File: src/rtl/syncfifo.sv
// Single-clock FIFO with binary wrap-bit pointers, programmable almost flags,
// sticky overflow/underflow, synchronous flush and selectable FWFT or registered read.
module syncfifo #(
  parameter int DATA_WIDTH = 32,
  parameter int ADDR_WIDTH = 4,
  parameter bit FWFT       = 1'b1,
  parameter int AFULL_TH   = 12,
  parameter int AEMPTY_TH  = 2
) (
  input  logic                  clk,
  input  logic                  rst_n,
  input  logic                  flush,
  input  logic                  wpush,
  input  logic [DATA_WIDTH-1:0] wdata,
  output logic                  wfull,
  output logic                  walmost_full,
  output logic                  overflow,
  input  logic                  rpull,
  output logic [DATA_WIDTH-1:0] rdata,
  output logic                  rvalid,
  output logic                  rempty,
  output logic                  ralmost_empty,
  output logic                  underflow,
  output logic [ADDR_WIDTH:0]   count
);

  localparam int DEPTH = 1 << ADDR_WIDTH;
  localparam logic [ADDR_WIDTH:0] AFULL_C  = AFULL_TH[ADDR_WIDTH:0];
  localparam logic [ADDR_WIDTH:0] AEMPTY_C = AEMPTY_TH[ADDR_WIDTH:0];

  logic [DATA_WIDTH-1:0] mem [DEPTH];
  logic [ADDR_WIDTH:0]   wptr;
  logic [ADDR_WIDTH:0]   rptr;
  logic [ADDR_WIDTH-1:0] widx;
  logic [ADDR_WIDTH-1:0] ridx;
  logic                  push_ok;
  logic                  pull_ok;

  assign widx  = wptr[ADDR_WIDTH-1:0];
  assign ridx  = rptr[ADDR_WIDTH-1:0];
  assign count = wptr - rptr;

  // Full when indices match but the wrap bits differ; empty when pointers are equal.
  assign wfull         = (wptr[ADDR_WIDTH] != rptr[ADDR_WIDTH]) && (widx == ridx);
  assign rempty        = (wptr == rptr);
  assign walmost_full  = (count >= AFULL_C);
  assign ralmost_empty = (count <= AEMPTY_C);

  assign push_ok = wpush && !wfull && !flush;
  assign pull_ok = rpull && !rempty && !flush;

  always_ff @(posedge clk) begin
    if (!rst_n) begin
      wptr      <= '0;
      rptr      <= '0;
      overflow  <= 1'b0;
      underflow <= 1'b0;
    end else if (flush) begin
      wptr      <= '0;
      rptr      <= '0;
      overflow  <= 1'b0;
      underflow <= 1'b0;
    end else begin
      if (push_ok) wptr <= wptr + 1'b1;
      if (pull_ok) rptr <= rptr + 1'b1;
      if (wpush && wfull) overflow <= 1'b1;
      if (rpull && rempty) underflow <= 1'b1;
    end
  end

  // Storage is deliberately left out of reset so it maps onto plain RAM.
  always_ff @(posedge clk) begin
    if (push_ok) mem[widx] <= wdata;
  end

  generate
    if (FWFT) begin : g_fwft
      assign rdata  = mem[ridx];
      assign rvalid = !rempty;
    end else begin : g_registered
      logic [DATA_WIDTH-1:0] rdata_q;
      logic                  rvalid_q;

      always_ff @(posedge clk) begin
        if (!rst_n) begin
          rdata_q  <= '0;
          rvalid_q <= 1'b0;
        end else if (flush) begin
          rvalid_q <= 1'b0;
        end else begin
          rvalid_q <= pull_ok;
          if (pull_ok) rdata_q <= mem[ridx];
        end
      end

      assign rdata  = rdata_q;
      assign rvalid = rvalid_q;
    end
  endgenerate

endmodule

File: config.mk
export PLATFORM = sky130hd
export DESIGN_NAME = syncfifo
export DESIGN_NICKNAME = d
export VERILOG_FILES = /design/src/rtl/syncfifo.sv
export SDC_FILE = /design/constraint.sdc
export NUM_CORES = 1
export LEC_CHECK = 0
export BUFFER_PORTS_ARGS = -buffer_cell sky130_fd_sc_hd__buf_2
export CORE_MARGIN = 8
export CORE_UTILIZATION = 40
export DETAILED_ROUTE_END_ITERATION = 6
export PLACE_DENSITY_LB_ADDON = 0.1
export SYNTH_ARGS = -nofsm -noshare
export SYNTH_HDL_FRONTEND = slang
export SYNTH_SLANG_ARGS = --single-unit
File: constraint.sdc
create_clock -name clk -period 12.25 [get_ports clk]
set_input_delay 1.8375 -clock clk [delete_from_list [all_inputs] [get_ports clk]]
set_output_delay 1.8375 -clock clk [all_outputs]
set_load 0.03 [all_outputs]
== After elaboration in Yosys (flattened, before gate mapping) ==
Memory sizes are Yosys's and may differ from the RTL's. A register that Yosys moved wholly into a read port is not among the register bits.
Cells that the tools add are included.

* $add $sub $neg: 3
* Magnitude comparators: 2
* Eq/ne operators: 3
* Mux-type cells: 4
* Bitwise operators: 1
* Reductions and logical operators: 11

{| class="wikitable"
|+ Operators by type and width
! operator !! number
|-
| 5-bit by 1-bit adder with 5-bit output (second input constant) || 2
|-
| 4-bit two-way mux || 2
|-
| 1-bit logical AND || 7
|-
| 5-bit == test || 1
|-
| 5-bit by 4-bit greater-or-equal comparator with 1-bit output (second input constant) || 1
|-
| 5-bit by 2-bit less-or-equal comparator with 1-bit output (second input constant) || 1
|-
| 5-bit subtractor || 1
|-
| 4-bit == test || 1
|-
| 1-bit logical NOT || 3
|-
| 1-bit two-way mux || 2
|-
| 2-bit OR reduction || 1
|-
| 1-bit != test || 1
|-
| 1-bit inverter || 1
|}

* Bits in registers: 12
* RAM bits: 512
* Input bits: 37
* Output and inout bits: 44
* Logic and storage cells: 29
* Memories kept: 1

{| class="wikitable"
|+ Memory list
! name !! depth !! bits a word !! read ports !! clocked after memory_dff !! write ports !! RTL line !! source
|-
| mem || 16 || 32 || 1 || 1 || 1 || 31 || <nowiki>logic [DATA_WIDTH-1:0] mem [DEPTH];</nowiki>
|}

== Longest topological paths before layout ==
Gate-level depths: netlist (run 1).

* Depth in word-level cells: 7
* Gate-level depth with buffers: 8

== Worst setup path before layout (run 1) ==
Ideal clock, no wire load.

* Path type: input to register
* From: input wpush
* To: memory mem[3][0], enable pin
* Setup time: 461 ps
* Arrival time: 4620 ps
* Path slack: 7169 ps
* Cell stages on the path: 3
* Cell sequence: nor2b_1 o211ai_2 nor3_1

* Longest elaborated chain between the ends: 4

{| class="wikitable"
|+ Ends and longest elaborated chain
! what !! RTL line !! source
|-
| start: declaration || 13 || <nowiki>input logic wpush,</nowiki>
|-
| 1-bit logical AND (2 in a row) || 49 || <nowiki>assign push_ok = wpush && !wfull && !flush;</nowiki>
|-
| 1-bit two-way mux || 73 || <nowiki>if (push_ok) mem[widx] <= wdata;</nowiki>
|-
| 1-bit two-way mux (not written as such) || 73 ||
|-
| end: declaration || 31 ||
|}

Every way passes these cells.

==> impl.org, run 1 <==
** Drt
- Dividing the detail-routed via count by the number of cells gives roughly 5.3.
- Top Layer Used :: met5
- Routed length per instance :: around 26 microns
- Routed via count :: between 9000 and 10000
- The detailed router finished its first iteration with ~650 violations.
- Post-Route M1 WL :: ~20000 microns
- The count of nets left with antenna violations once routing finished came out at 0.
- First-pass detailed-route iteration total :: 5
- Wire segments on met2 add up to 22600 microns in the final route.
- Routed wl met3 :: 2020 microns
- The routed design has 45400 microns of wire.
- Remaining design rule violation count :: 0

** STA
- After layout, the worst path uses between 40% and 50% of the clock period.
- Final Hold Viols :: 0
- Based on the critical path, the design can be clocked at up to 179 MHz.
- Setup repair after global routing left no endpoint under its margin.
- Between clock sinks in the finished design, the worst skew comes to around 10 ps.
- Adding up every negative setup slack in the final design gives 0 ps.
- Measured against its own limit, the worst slew margin works out to a little over a third.
- Worst Tran Pin Value :: 963 ps
- Setup violations remaining at the end of the flow were counted as 0.
- Final max-slew violation count :: 0
- Final critical-path required period :: between 5000 and 6000 ps
- Setup slack closes at 6670 ps.
- Hold timing on the final database bottoms out at a slack of 467 ps.

** Floorplanning
- The floorplan step defined a die boundary enclosing between 50000 and 60000 sq um.
- Core Rows :: 82
- Once the floorplan was initialized, standard cells occupied 40.2% of the core.
- Width of the die :: about 240 microns
- The die is roughly 240 microns tall.
- Core area :: ~50000 sq um
- Pin placement for this block handled 81 I/O pins.

** Pwr
- Worst IR Drop VDD :: roughly 0.000096 V
- For this design the ratio of total power to cell area is 158 nW/um^2.
- After layout, the design draws a total of around 3.7 mW.
- For this design the static power due to leakage is approximately 7.2 nW.

** Critical path
- Type of the worst setup path :: flop to output port
- Worst path buffer plus inverter count :: 3
- On the critical path, the stage with the largest delay is an instance of sky130_fd_sc_hd__dfxtp_4.
- At the worst endpoint, the required time is about 10000 ps.
- The cell that appears most often on the critical path is sky130_fd_sc_hd__buf_4.
- For the worst setup path, the data arrival time is between 3000 and 4000 ps.
- Element type at the critical path end :: output port
- Walking the worst path, the cells encountered are buf_4 -> buf_4 -> mux4_2 -> a22oi_1 -> nand2_1 -> buf_2.
- The worst register-to-register path has a setup slack of around 9000 ps.
- Max FO, Critical Path :: between 40 and 50
- Reg2Reg Depth :: 6
- The kind of cell with the highest combined delay along the critical path is buffers and inverters.
- The worst register-to-register path begins at wptr[2]$_SDFFE_PP0P_.
- The largest single stage delay on the critical path is just under 800 ps.
- The worst register-to-register path ends at mem[6][12]$_DFFE_PP_.
- Launching element type of the critical path :: flop

** Yosys
- Summing every instance area after synthesis gives approximately 20000 sq um.
- Post-synthesis instance total :: about 900
- Top-area cell type share of the netlist area :: about three quarters
- The synthesized netlist devotes 0.437% of its cell area to XOR and XNOR gates.
- Of the total synthesized cell area, the portion taken by full adders, half adders and majority gates is 0.662%.
- The share of the Yosys chip area taken by registers is roughly four fifths.
- Mux share of post-synthesis cell area :: between 10 and 15%
- In the synthesized netlist the async set-or-reset flop fraction comes to 0%.
- Synth Flop Type :: sky130_fd_sc_hd__edfxtp_1
- Summing the areas of all compound-gate instances in the mapped netlist gives under 10% of the synthesized area.
- The synthesized design spends more area on one cell type than any other, namely sky130_fd_sc_hd__edfxtp_1.
- Largest cells by area after synthesis :: sky130_fd_sc_hd__edfxtp_1 (77%), sky130_fd_sc_hd__mux4_2 (14%), sky130_fd_sc_hd__a22oi_1 (2.4%)
- Post-Synth Simple-Gate Area :: under 10%
- Main combinational cell family by area after synthesis :: multiplexers
- The Yosys step of the flow raised 0 warnings.
- In this run, distinct cell masters in the synthesized netlist total 32.
- Post-synth EDFFs :: between 500 and 600
- Number of synthesized register bits :: roughly 530
- A synthesized cell averages 22.3 sq um.
- Net count of the mapped netlist :: about 940

** Placed design
- Global placement routability congestion :: 0.672
- Input and output buffers added on the ports amount to 80.
- Setup WS pre-CTS :: between 7000 and 8000 ps
- Including well taps, the total number of placed cells is 1630.
- Detailed placement ended at an HPWL of 22900 microns.

** Global routing
- Entering global routing, the biggest net connects 48 pins.
- For this run the aggregate overflow at the end of global routing stands at 0.
- Global routing consumed, over all layers together, between 10% and 20% of the routing resources.
- The number of global-route vias before repair came to between 9000 and 10000.
- Global-route wire length before repair :: 67000 microns
- Antenna violations before repair :: 2

** Clocking
- # resized after CTS :: 0
- TritonCTS built the clock tree.
- After clock tree synthesis, the flow added hold-fix buffers numbering 0.
- Clock tree buffer depth :: 3
- Counting every sink on the clock net gives ~530.
- Skew-Pair Late Insertion Delay :: 590 ps
- Buffers added to address setup during post-CTS repair amount to 0.
- The number of clock buffers added by TritonCTS is 55.
- CTS built an H-tree with a depth of 2.
- Library cell used as clock root buffer :: sky130_fd_sc_hd__clkbuf_16
- After clock tree synthesis, the clock-pin slew on the worst setup and hold paths is 60 ps.

** Layout
- At the end of the flow, the number of nets in the layout was ~1100.
- The finished layout holds ~1700 standard cells, fillers aside.
- From synthesis to final layout, the design area changed by 15.4%.
- In the final layout, the share of cells above drive strength 1 is between 30% and 40%.
- Fill cells in the final layout number 4205.

** Run
- Max-cap viol count :: 0

** Outcome
- The flow ran to the end, and the final reports show no timing, DRC or antenna violations.

** Min path
- The min-delay analysis places its worst path in the category flop to flop.
- For hold timing, the worst endpoint is overflow$_SDFFE_PP0P_.
- Hold path start :: overflow$_SDFFE_PP0P_
- Hold-critical path depth :: 2
==> per-stage QoR <==
| step | area (sq um) | utilization, % |
|---|---|---|
| final | 23100 | 46.4 |
| after global routing | 23100 | 46.4 |
| after CTS | 23100 | 46.4 |
| after detailed placement | 21400 | 43.0 |
| after global placement | 21400 | 43.0 |
| after floorplan | 20000 | - |
==> metal layers <==
layer	global-route usage [%]	vias up
met5	0	-
met4	3.85	2
met3	3.23	66
met2	26.4	199
met1	21.8	4929
li1	-	4015
==> area by class of cell <==
type | count | area, sq um | area share [%]
clock inverters | 29 | 211 | 0.915
well taps | 672 | 841 | 3.64
inverters | 9 | 33.8 | 0.146
clock buffers | 71 | 1500 | 6.49
diodes | 1 | 2.50 | 0.0108
multi-input cells | 314 | 4210 | 18.2
repair buffers | 107 | 603 | 2.61
flip-flops and latches | 528 | 15700 | 68.0
==> Yosys cell counts, drive strengths merged (2+ instances only) <==
cell      n
edfxtp  512
mux4    128
a22oi    64
nand2    36
buf      26
nor2     23
clkbuf   20
dfxtp    16
ha        9
inv       9
a21oi     8
o21ai     6
xor2      6
nand3     5
nor3      4
xnor2     4
nand2b    3
nor2b     3
o211ai    3
or3       3
a21o      2
==> worst reg2reg max path, cell delays in order, from the launching register on <==
cell                      delay (ps)
sky130_fd_sc_hd__dfxtp_1         580
sky130_fd_sc_hd__ha_1            360
sky130_fd_sc_hd__nand4_1         340
sky130_fd_sc_hd__or2b_1          270
sky130_fd_sc_hd__nand3_1         340
sky130_fd_sc_hd__nor2_4          430
sky130_fd_sc_hd__buf_4           530
==> kinds of logic after synthesis <==
| kind of cell | Yosys count |
|---|---|
| flip-flops | 528 |
| multiplexers | 129 |
| AO/OA/AOI/OAI | 84 |
| AND/OR/NAND/NOR | 81 |
| buffers and inverters | 55 |
| XOR/XNOR | 10 |
| adder cells (fa/ha/maj) | 10 |
==> placed cells by master, fill, tap and decap left out, types with 3 or more instances in the layout <==
master / n
sky130_fd_sc_hd__a21oi_1: 8
sky130_fd_sc_hd__a22oi_1: 64
sky130_fd_sc_hd__buf_2: 80
sky130_fd_sc_hd__buf_4: 27
sky130_fd_sc_hd__bufinv_16: 3
sky130_fd_sc_hd__clkbuf_1: 12
sky130_fd_sc_hd__clkbuf_16: 57
sky130_fd_sc_hd__clkinv_1: 10
sky130_fd_sc_hd__clkinv_2: 15
sky130_fd_sc_hd__dfxtp_1: 14
sky130_fd_sc_hd__edfxtp_1: 512
sky130_fd_sc_hd__ha_1: 9
sky130_fd_sc_hd__inv_1: 9
sky130_fd_sc_hd__mux4_2: 128
sky130_fd_sc_hd__nand2_1: 36
sky130_fd_sc_hd__nand2b_1: 3
sky130_fd_sc_hd__nand3_1: 5
sky130_fd_sc_hd__nor2_1: 10
sky130_fd_sc_hd__nor2_4: 13
sky130_fd_sc_hd__nor3_2: 4
sky130_fd_sc_hd__o21ai_0: 5
sky130_fd_sc_hd__or3_1: 3
sky130_fd_sc_hd__xnor2_1: 4
sky130_fd_sc_hd__xor2_1: 6
==> power breakdown <==
group          internal (mW)  switching [mW]
registers               1.99         0.00302
logic                 0.0257          0.0566
clock network          0.921           0.663
==> sequential cells by signal, indices dropped and copies added, names as in the netlist, named ones only <==
| name | flops |
|---|---|
| mem | 512 |
| underflow | 1 |
| rptr | 5 |
| overflow | 1 |
| wptr | 5 |
==> how the worst max path moves through the flow <==
stage          start                   to  slack [ps]  cells after the start
6_report        flop             rdata[2]        6670                      6
5_1_grt         flop             rdata[1]        6360                      5
4_1_cts         flop            rdata[28]        6520                      6
3_5_place_dp    flop            rdata[28]        7170                      6
3_3_place_gp    flop            rdata[28]        7140                      6
2_1_floorplan  wpush  mem[3][0]$_DFFE_PP_        7170                      3
Note: power is estimated with default switching activity, not from simulation.
==> run 2, diff against run 1 <==
--- a/config.mk
+++ b/config.mk
@@ -5,6 +5,7 @@
 export SDC_FILE = /design/constraint.sdc
 export NUM_CORES = 1
 export LEC_CHECK = 0
+export ABC_AREA = 1
 export BUFFER_PORTS_ARGS = -buffer_cell sky130_fd_sc_hd__buf_2
 export CORE_MARGIN = 8
 export CORE_UTILIZATION = 40
==> constraint.sdc (replaced) <==
create_clock -name clk -period 4.9 [get_ports clk]
set_input_delay 0.735 -clock clk [delete_from_list [all_inputs] [get_ports clk]]
set_output_delay 0.735 -clock clk [all_outputs]
set_load 0.03 [all_outputs]
==> run 2 against run 1 <==
  * Worst setup slack worse by 6000 ps
  * First-iteration DRC count up 74%
  * Count of clock-buffer cells in the layout up 3
  * Global-route usage up 1.6 points
  * Flip-flop and latch count unchanged
==> impl.org, run 2 <==
** Outcome
- Status :: finished clean

** Global routing
- Maximum number of pins on one net before global-route repair :: 155 (+220%)
- Vias in the first global route :: 14500 (+46%)
- The total track usage came to 17.7% (+1.6 points).
- The wire length of the first global-routing pass is 90000 microns (+34%).
- The aggregate global routing overflow is 0 (unchanged).
- Antenna violations before repair :: 4 (+2)

** Floorplanning
- Core Rows :: 88 (+7.3%)
- Chip height :: 256 microns (+6.8%)
- Starting density of the core :: 40.2% (-0.062 points)
- The full die area came to 65600 sq um (+14%).
- The number of ports placed on the die boundary was 81 (unchanged).
- Width of the die :: 256 microns (+6.8%)
- Core area :: 57400 sq um (+15%)

** Drt
- Routed length per instance :: 19.0 microns (-27%)
- The count of nets left with antenna violations after detail routing is 0 (unchanged).
- The aggregate routed wire length came to 59000 microns (+30%).
- Routed via count :: 15100 (+64%)
- First-pass detailed-route iteration total :: 6 (+1)
- The number of vias per cell is 4.85 (-8.8%).
- The number of design-rule violations left by the first detailed-router iteration was 1124 (+74%).
- The DRC violation count after routing came to 0 (unchanged).

** STA
- Timing would allow up to between 200 and 250 MHz.
- The worst-case headroom to the max-slew limit is 16.9% (-19 points).
- The number of setup violations in the final report was 0 (unchanged).
- In the finished design, the share of the clock period the worst path needs comes to a little under nine tenths.
- Unrepaired setup endpoints after global routing :: no
- Worst Tran Pin Value :: 1240 ps (+276 ps)
- Final critical-path required period :: roughly 4200 ps
- Final-layout setup total negative slack :: 0 ps (unchanged)
- Final max-slew violation count :: 0 (unchanged)
- Final Hold Viols :: 0 (unchanged)
- Clock Skews :: 17.1 ps (+6.95 ps)

** Critical path
- Data required, critical path :: 4160 ps (-6250 ps)
- FF-to-FF End :: mem[6][13]$_DFFE_PP_
- The maximum fanout along the worst path was 154 (+230%).
- The worst setup path is launched from a flop.
- The reg-to-reg setup timing slack is 1770 ps (-7230 ps).
- The data arrival time of the critical path is 3450 ps (-290 ps).
- In this run the critical register-to-register path is launched from wptr[0]$_SDFFE_PP0P_.
- Type of the worst setup path :: flop to output port
- Reg2Reg Depth :: 8 (+2)
- Element type at the critical path end :: output port

** Clocking
- TritonCTS Buffers :: 58 (+5.5%)
- The number of levels in the clock H-tree was 2 (unchanged).
- Cts hold-fix bufs :: 0 (unchanged)
- Skew-Pair Late Insertion Delay :: 600 ps (about the same)
- The tree is rooted in a sky130_fd_sc_hd__clkbuf_16.
- Clock transition at the register clock pins on the worst setup and hold paths after CTS :: 50 ps (about the same)
- Setup fix buffers added after clock tree synthesis :: 0 (unchanged)
- The clock net sink count came to 528 (unchanged).
- Clock tree buffer depth :: 3 (unchanged)
- TritonCTS built the clock tree.
- The number of gates resized after CTS is 0 (unchanged).

** Layout
- The total inserted antenna cells was 0 (-1).
- The number of fill cells in the layout is 5335 (+27%).
- Commonest non-fill, non-tap cell in the layout :: sky130_fd_sc_hd__nand2_1
- Area growth, synth to finish :: 12.9%
- The fraction of layout instances using a drive strength above 1 was 9.91% (-22 points).
- Post-layout net count :: 2340 (+120%)
- Leaving out fill and tap cells, the most frequent cells in the layout are sky130_fd_sc_hd__nand2_1 (706), sky130_fd_sc_hd__edfxtp_1 (512), sky130_fd_sc_hd__inv_1 (406).
- Top reg by flops :: mem
- Biggest regs :: mem x512, rptr x5, wptr x5
- The number of flip-flops in the largest register was 512 (unchanged).

** Yosys
- The part of the Yosys area used for sequential elements is 68.1% (-10 points).
- The largest total area in the synthesized netlist belongs to sky130_fd_sc_hd__edfxtp_1.
- Mux share of post-synthesis cell area :: 0% (-14 points)
- Ranked by total cell area, the synthesized netlist is headed by sky130_fd_sc_hd__edfxtp_1 (67%), sky130_fd_sc_hd__nand2_1 (11%), sky130_fd_sc_hd__nand3_1 (8.8%).
- The number of synthesized flops with an enable pin is 512 (unchanged).
- Yosys instantiated no cell more often than sky130_fd_sc_hd__nand2_1.
- The number of warnings printed during yosys synthesis was 0 (unchanged).
- The netlist area before placement came to 23000 sq um (+15%).
- Compound-cell area share of the yosys netlist :: 0.342% (-2.7 points)
- Post-synthesis async set-or-reset flop share :: 0% (unchanged)
- By area, the combinational part of the netlist is dominated by simple AND/OR/NAND/NOR gates.
- Net count of the mapped netlist :: 2270 (+140%)
- Post-Synth Simple-Gate Area :: 21.2% (+19 points)
- The post-synthesis register bit count was 528 (unchanged).
- Fraction of the mapped netlist area in adder cells :: 0.575% (-0.087 points)
- Post-synthesis average cell area :: 10.4 sq um (-54%)
- The number of distinct library cells after synthesis came to 26 (-19%).
- Xor-xnor portion of the synthesized cell area :: 0.114% (-0.32 points)
- Post-synthesis instance total :: 2223 (+150%)
- The area share of the largest cell type after synthesis is 66.7% (-10 points).
- For this run, the leading register cell type out of synthesis is sky130_fd_sc_hd__edfxtp_1.
- Ranking of synthesized cells by instance count :: sky130_fd_sc_hd__nand2_1 (706), sky130_fd_sc_hd__edfxtp_1 (512), sky130_fd_sc_hd__inv_1 (408)

** Pwr
- The maximum vdd ir drop came to 0.000231 V (+140%).
- The leakage component of the power is 10.9 nW (+52%).
- The power per unit of standard cell area is 363 nW/um^2 (+130%).
- Net Sw Power :: 1.91 mW (+160%)
- The fraction of power consumed by sequential logic is 52.6% (-1.8 points).
- Net Sw Frac :: 20.2% (+0.46 points)
- The power share of the combinational group is 2.2% (about the same).
- The overall power consumption is 9.45 mW (+160%).
- The clock network fraction of total power was 45.3% (+2.0 points).
- The cell-internal power was 7.54 mW (+160%).

** Min path
- Hold path start :: underflow$_SDFFE_PP0P_
- Terminating pin of the worst hold path :: underflow$_SDFFE_PP0P_
- Hold-critical path depth :: 1 (-1)
- Hold/Removal Path Class :: flop to flop

** Placed design
- Detailed-placement wirelength estimate :: 30200 microns (+32%)
- The count of input and output buffers was 80 (unchanged).
- The global placement routability congestion is 0.756 (+13%).

** Run
- The number of violations of the max-capacitance limit was 0 (unchanged).
## run 2: worst max-delay path by stage
| stage | start | end | slack, ps | cells past startpoint |
|---|---|---|---|---|
| 5_1_grt | flop | rdata[27] | 430 | 8 |
| 2_1_floorplan | rptr[2]$_SDFFE_PP0P_ | mem[3][0]$_DFFE_PP_ | 860 | 9 |
| 4_1_cts | flop | rdata[15] | 630 | 8 |
| 6_report | flop | rdata[15] | 720 | 8 |
| 3_5_place_dp | flop | rdata[15] | 1280 | 8 |
| 3_3_place_gp | flop | rdata[15] | 1270 | 8 |
## run 2: worst max-delay path: stages, from the launching register on
cell,delay [ps]
sky130_fd_sc_hd__dfxtp_4,720
sky130_fd_sc_hd__clkinv_8,660
sky130_fd_sc_hd__buf_4,560
sky130_fd_sc_hd__nand2_1,120
sky130_fd_sc_hd__nand3_1,140
sky130_fd_sc_hd__nand3_1,160
sky130_fd_sc_hd__nand3_1,70
sky130_fd_sc_hd__nand2_1,150
sky130_fd_sc_hd__buf_2,230
## run 2: layout make-up
cell class | instances | area [sq um] | share of cell area [%]
clock buffer | 74 | 1540 | 5.93
clock inverter | 33 | 314 | 1.21
inverter | 411 | 1560 | 5.99
multi-input combinational | 1175 | 5200 | 20.0
sequential | 528 | 15700 | 60.4
tap | 765 | 957 | 3.68
timing repair buffer | 119 | 743 | 2.86
## run 2: logic make-up after synthesis
family	count (synthesis)
fa+ha+maj	10
compound gates	14
xor+xnor	3
simple gates	1148
buf+inv	520
flops	528
## run 2: power groups by stage
| stage | clock, mW | combinational [mW] | sequential (mW) |
|---|---|---|---|
| final | 4.28 | 0.205 | 4.97 |
| after detailed placement | 0 | 0.208 | 5.06 |
| after floorplan | 0 | 0.0954 | 5.07 |
| after CTS | 4.38 | 0.209 | 4.97 |
| after global routing | 4.54 | 0.227 | 4.97 |
| after global placement | 0 | 0.205 | 5.06 |
## run 2: stage by stage
| stage | area (sq um) | utilization (%) | cells | worst slack [ps] | hold slack [ps] |
|---|---|---|---|---|---|
| after floorplan | 23000 | - | 2223 | 861 | 481 |
| after global placement | 24200 | 42.1 | 2998 | 1270 | 449 |
| after detailed placement | 24200 | 42.1 | 2998 | 1280 | 449 |
| after CTS | 26000 | 45.4 | 3105 | 628 | 440 |
| after global routing | 26000 | 45.4 | 3105 | 428 | 479 |
| final | 26000 | 45.4 | 3105 | 715 | 463 |
## run 2: per-layer routing
| layer | vias up | track usage, % | wire length, microns |
|---|---|---|---|
| met3 | 81 | 2.82 | 2810 |
| met5 | - | 0 | 27 |
| li1 | 7325 | - | - |
| met4 | 4 | 3.93 | 1040 |
| met2 | 352 | 29.0 | 27800 |
| met1 | 7312 | 24.5 | 27300 |
==> run 3, diff against run 2 <==
--- a/config.mk
+++ b/config.mk
@@ -8,7 +8,7 @@
 export ABC_AREA = 1
 export BUFFER_PORTS_ARGS = -buffer_cell sky130_fd_sc_hd__buf_2
 export CORE_MARGIN = 8
-export CORE_UTILIZATION = 40
+export CORE_UTILIZATION = 56
 export DETAILED_ROUTE_END_ITERATION = 6
 export PLACE_DENSITY_LB_ADDON = 0.1
 export SYNTH_ARGS = -nofsm -noshare
==> run 3 against run 2 <==
  * Non-clock buffer count unchanged
  * Clock power decreased by 7.9%
  * Power fell by 3.6%
  * Cell count down 7.9%
  * Combinational power barely moved
  * Largest cell class unchanged
  * Largest power group unchanged
==> impl.org, run 3 (synthesis gave the netlist of run 2 again) <==
** STA
- The clock tree skew after final layout was 21.0 ps (+3.89 ps).
- The setup TNS after final layout is 0 ps (unchanged).
- The number of setup violations in the final report came to 0 (unchanged).
- Final critical-path required period :: 3560 ps (-622 ps)
- Final Hold Viols :: 0 (unchanged)
- The final-report max-slew violation count came to 0 (unchanged).
- Final critical-path setup slack :: 1340 ps (+622 ps)
- The fmax was 281 MHz (+17%).
- Final cycle utilization of the critical path :: 72.7% (-13 points)
- Worst-case headroom to the max-slew limit :: 28.1% (+11 points)
- Worst Tran Pin Value :: 1080 ps (-163 ps)
- Unrepaired setup endpoints after global routing :: no

** Layout
- The area of all sequential standard cells was 15700 sq um (unchanged).
- Multi-input logic area :: 5200 sq um (unchanged)
- The number of fill cells in the layout came to 3280 (-39%).
- Biggest regs :: mem x512, rptr x5, wptr x5
- Non-filler cells in the finished layout :: 2861 (-7.9%)
- Top reg by flops :: mem
- Share of final-layout standard cells stronger than drive strength 1 :: 9.45% (-0.46 points)
- Area growth, synth to finish :: 10.9%
- Most used cells in the layout excluding fill and tap cells :: sky130_fd_sc_hd__nand2_1 (706), sky130_fd_sc_hd__edfxtp_1 (512), sky130_fd_sc_hd__inv_1 (406)
- The number of flip-flops in the largest register came to 512 (unchanged).
- Commonest non-fill, non-tap cell in the layout :: sky130_fd_sc_hd__nand2_1
- Post-layout net count :: 2335 (-0.21%)

** Pwr
- Total power per unit cell area :: 356 nW/um^2 (-1.9%)
- Worst IR Drop VDD :: 0.000280 V (+21%)
- Leak pwr :: 10.9 nW (-0.80%)

** Floorplanning
- The placement row count was 74 (-16%).
- The starting density of the core is 56.6% (+16 points).
- The number of ports placed on the die boundary was 81 (unchanged).
- Chip height :: 219 microns (-15%)
- Width of the die :: 219 microns (-15%)
- Die footprint :: 47900 sq um (-27%)
- The core outline area is 40700 sq um (-29%).

** Critical path
- Element type at the critical path end :: output port
- The reg-to-reg setup timing slack came to 2130 ps (+360 ps).
- The maximum fanout along the worst path came to 64 (-58%).
- The depth of the worst register-to-register path is 8 (unchanged).
- Source of the worst register-to-register timing path :: wptr[0]$_SDFFE_PP0P_
- Type of the worst setup path :: flop to output port
- Data required, critical path :: 4160 ps (about the same)
- The data arrival time of the critical path is 2830 ps (-620 ps).
- The endpoint identified for the worst register-to-register timing path is mem[15][12]$_DFFE_PP_.
- Launching element type of the critical path :: flop

** Clocking
- TritonCTS built the clock tree.
- TritonCTS Buffers :: 53 (-8.6%)
- Number of sinks handled by clock tree synthesis :: 528 (unchanged)
- Skew-Pair Late Insertion Delay :: 590 ps (about the same)
- Setup fix buffers added after clock tree synthesis :: 0 (unchanged)
- The number of levels in the clock H-tree was 2 (unchanged).
- The cell sitting at the root of the clock tree is a sky130_fd_sc_hd__clkbuf_16.
- The maximum clock insertion buffer count was 3 (unchanged).
- Clock transition at the register clock pins on the worst setup and hold paths after CTS :: 60 ps (about the same)
- Cts hold-fix bufs :: 0 (unchanged)
- The number of gates resized after CTS was 0 (unchanged).

** Global routing
- The number of antenna violations at the first check in global routing is 2 (-2).
- Global-route wire length before repair :: 83900 microns (-6.9%)
- The total track usage came to 22.7% (+5.1 points).
- The largest net degree at the start of global routing was 173 (+12%).
- Remaining Overflow, GRT :: 0 (unchanged)
- The number of global-route vias before repair came to 14800 (+2.2%).

** Drt
- The aggregate routed wire length was 54200 microns (-8.2%).
- The total vias in the final route is 15000 (-0.34%).
- Routed length per instance :: 19.0 microns (-0.35%)
- The number of design-rule violations left by the first detailed-router iteration was 1294 (+15%).
- First-pass detailed-route iteration total :: 5 (-1)
- Remaining design rule violation count :: 0 (unchanged)
- The count of nets left with antenna violations after detail routing is 0 (unchanged).
- The number of vias per cell is 5.25 (+8.2%).

** Outcome
- The flow ran to the end, and the final reports show no timing, DRC or antenna violations.

** Placed design
- Global placement routability congestion :: 0.798 (+5.5%)
- The detailed placement HPWL is 27800 microns (-7.9%).
- Port buffer count :: 80 (unchanged)
- The pre-CTS worst setup slack is 1900 ps (+623 ps).
- Cells after DPL :: 2765 (-7.8%)

** Min path
- Hold/Removal Path Class :: flop to flop
- Hold-critical path depth :: 1 (unchanged)
- In this run the most critical hold path is launched from underflow$_SDFFE_PP0P_.
- Terminating pin of the worst hold path :: underflow$_SDFFE_PP0P_

** Run
- The number of violations of the max-capacitance limit came to 0 (unchanged).
run 3: critical path: stages, from the launching register on:
cell and delay (ps):
sky130_fd_sc_hd__dfxtp_4 430, sky130_fd_sc_hd__inv_4 630, sky130_fd_sc_hd__buf_4 470, sky130_fd_sc_hd__nand3_1 130
sky130_fd_sc_hd__nand3_1 100, sky130_fd_sc_hd__nand3_1 130, sky130_fd_sc_hd__nand2_1 120, sky130_fd_sc_hd__buf_2 200
run 3: worst max path at each step:
| stage | from | end | depth (start not counted) |
|---|---|---|---|
| finish | flop | rdata[5] | 7 |
| global route | flop | rdata[7] | 7 |
| CTS | flop | rdata[11] | 9 |
| detailed placement | flush | mem[15][7]$_DFFE_PP_ | 5 |
| global placement | flop | rdata[11] | 9 |
| floorplan | rptr[2]$_SDFFE_PP0P_ | mem[3][0]$_DFFE_PP_ | 9 |
run 3: metrics by stage:
step	cell area (sq um)	power, mW	utilization, %	hold WS [ps]
after floorplan	23000	5.16	-	481
after global placement	23900	5.26	58.6	444
after detailed placement	23900	5.27	58.6	457
after CTS	25600	9.16	62.7	458
after global routing	25600	9.36	62.7	484
final	25600	9.10	62.7	469
run 3: power by group:
group          internal, mW  total (mW)  switching, mW
Clock                  2.30        3.94           1.64
Combinational        0.0464       0.202          0.155
Sequential             4.96        4.97        0.00405
Total                  7.31        9.10           1.80
run 3: metal layers:
layer  up-vias  track usage [%]  part of all wire [%]
met3        96             4.20                   6.2
met4         0             6.45                   2.3
li1       7319                -                     -
met2       461             38.6                    49
met1      7147             29.7                    43
met5         -                0                     0
run 3: layout make-up:
| type | count | share of cell area [%] |
|---|---|---|
| repair buffers | 119 | 2.96 |
| flip-flops and latches | 528 | 61.5 |
| diodes | 2 | 0.0196 |
| inverters | 411 | 6.08 |
| multi-input cells | 1175 | 20.3 |
| clock buffers | 67 | 5.56 |
| well taps | 532 | 2.60 |
| clock inverters | 27 | 0.974 |
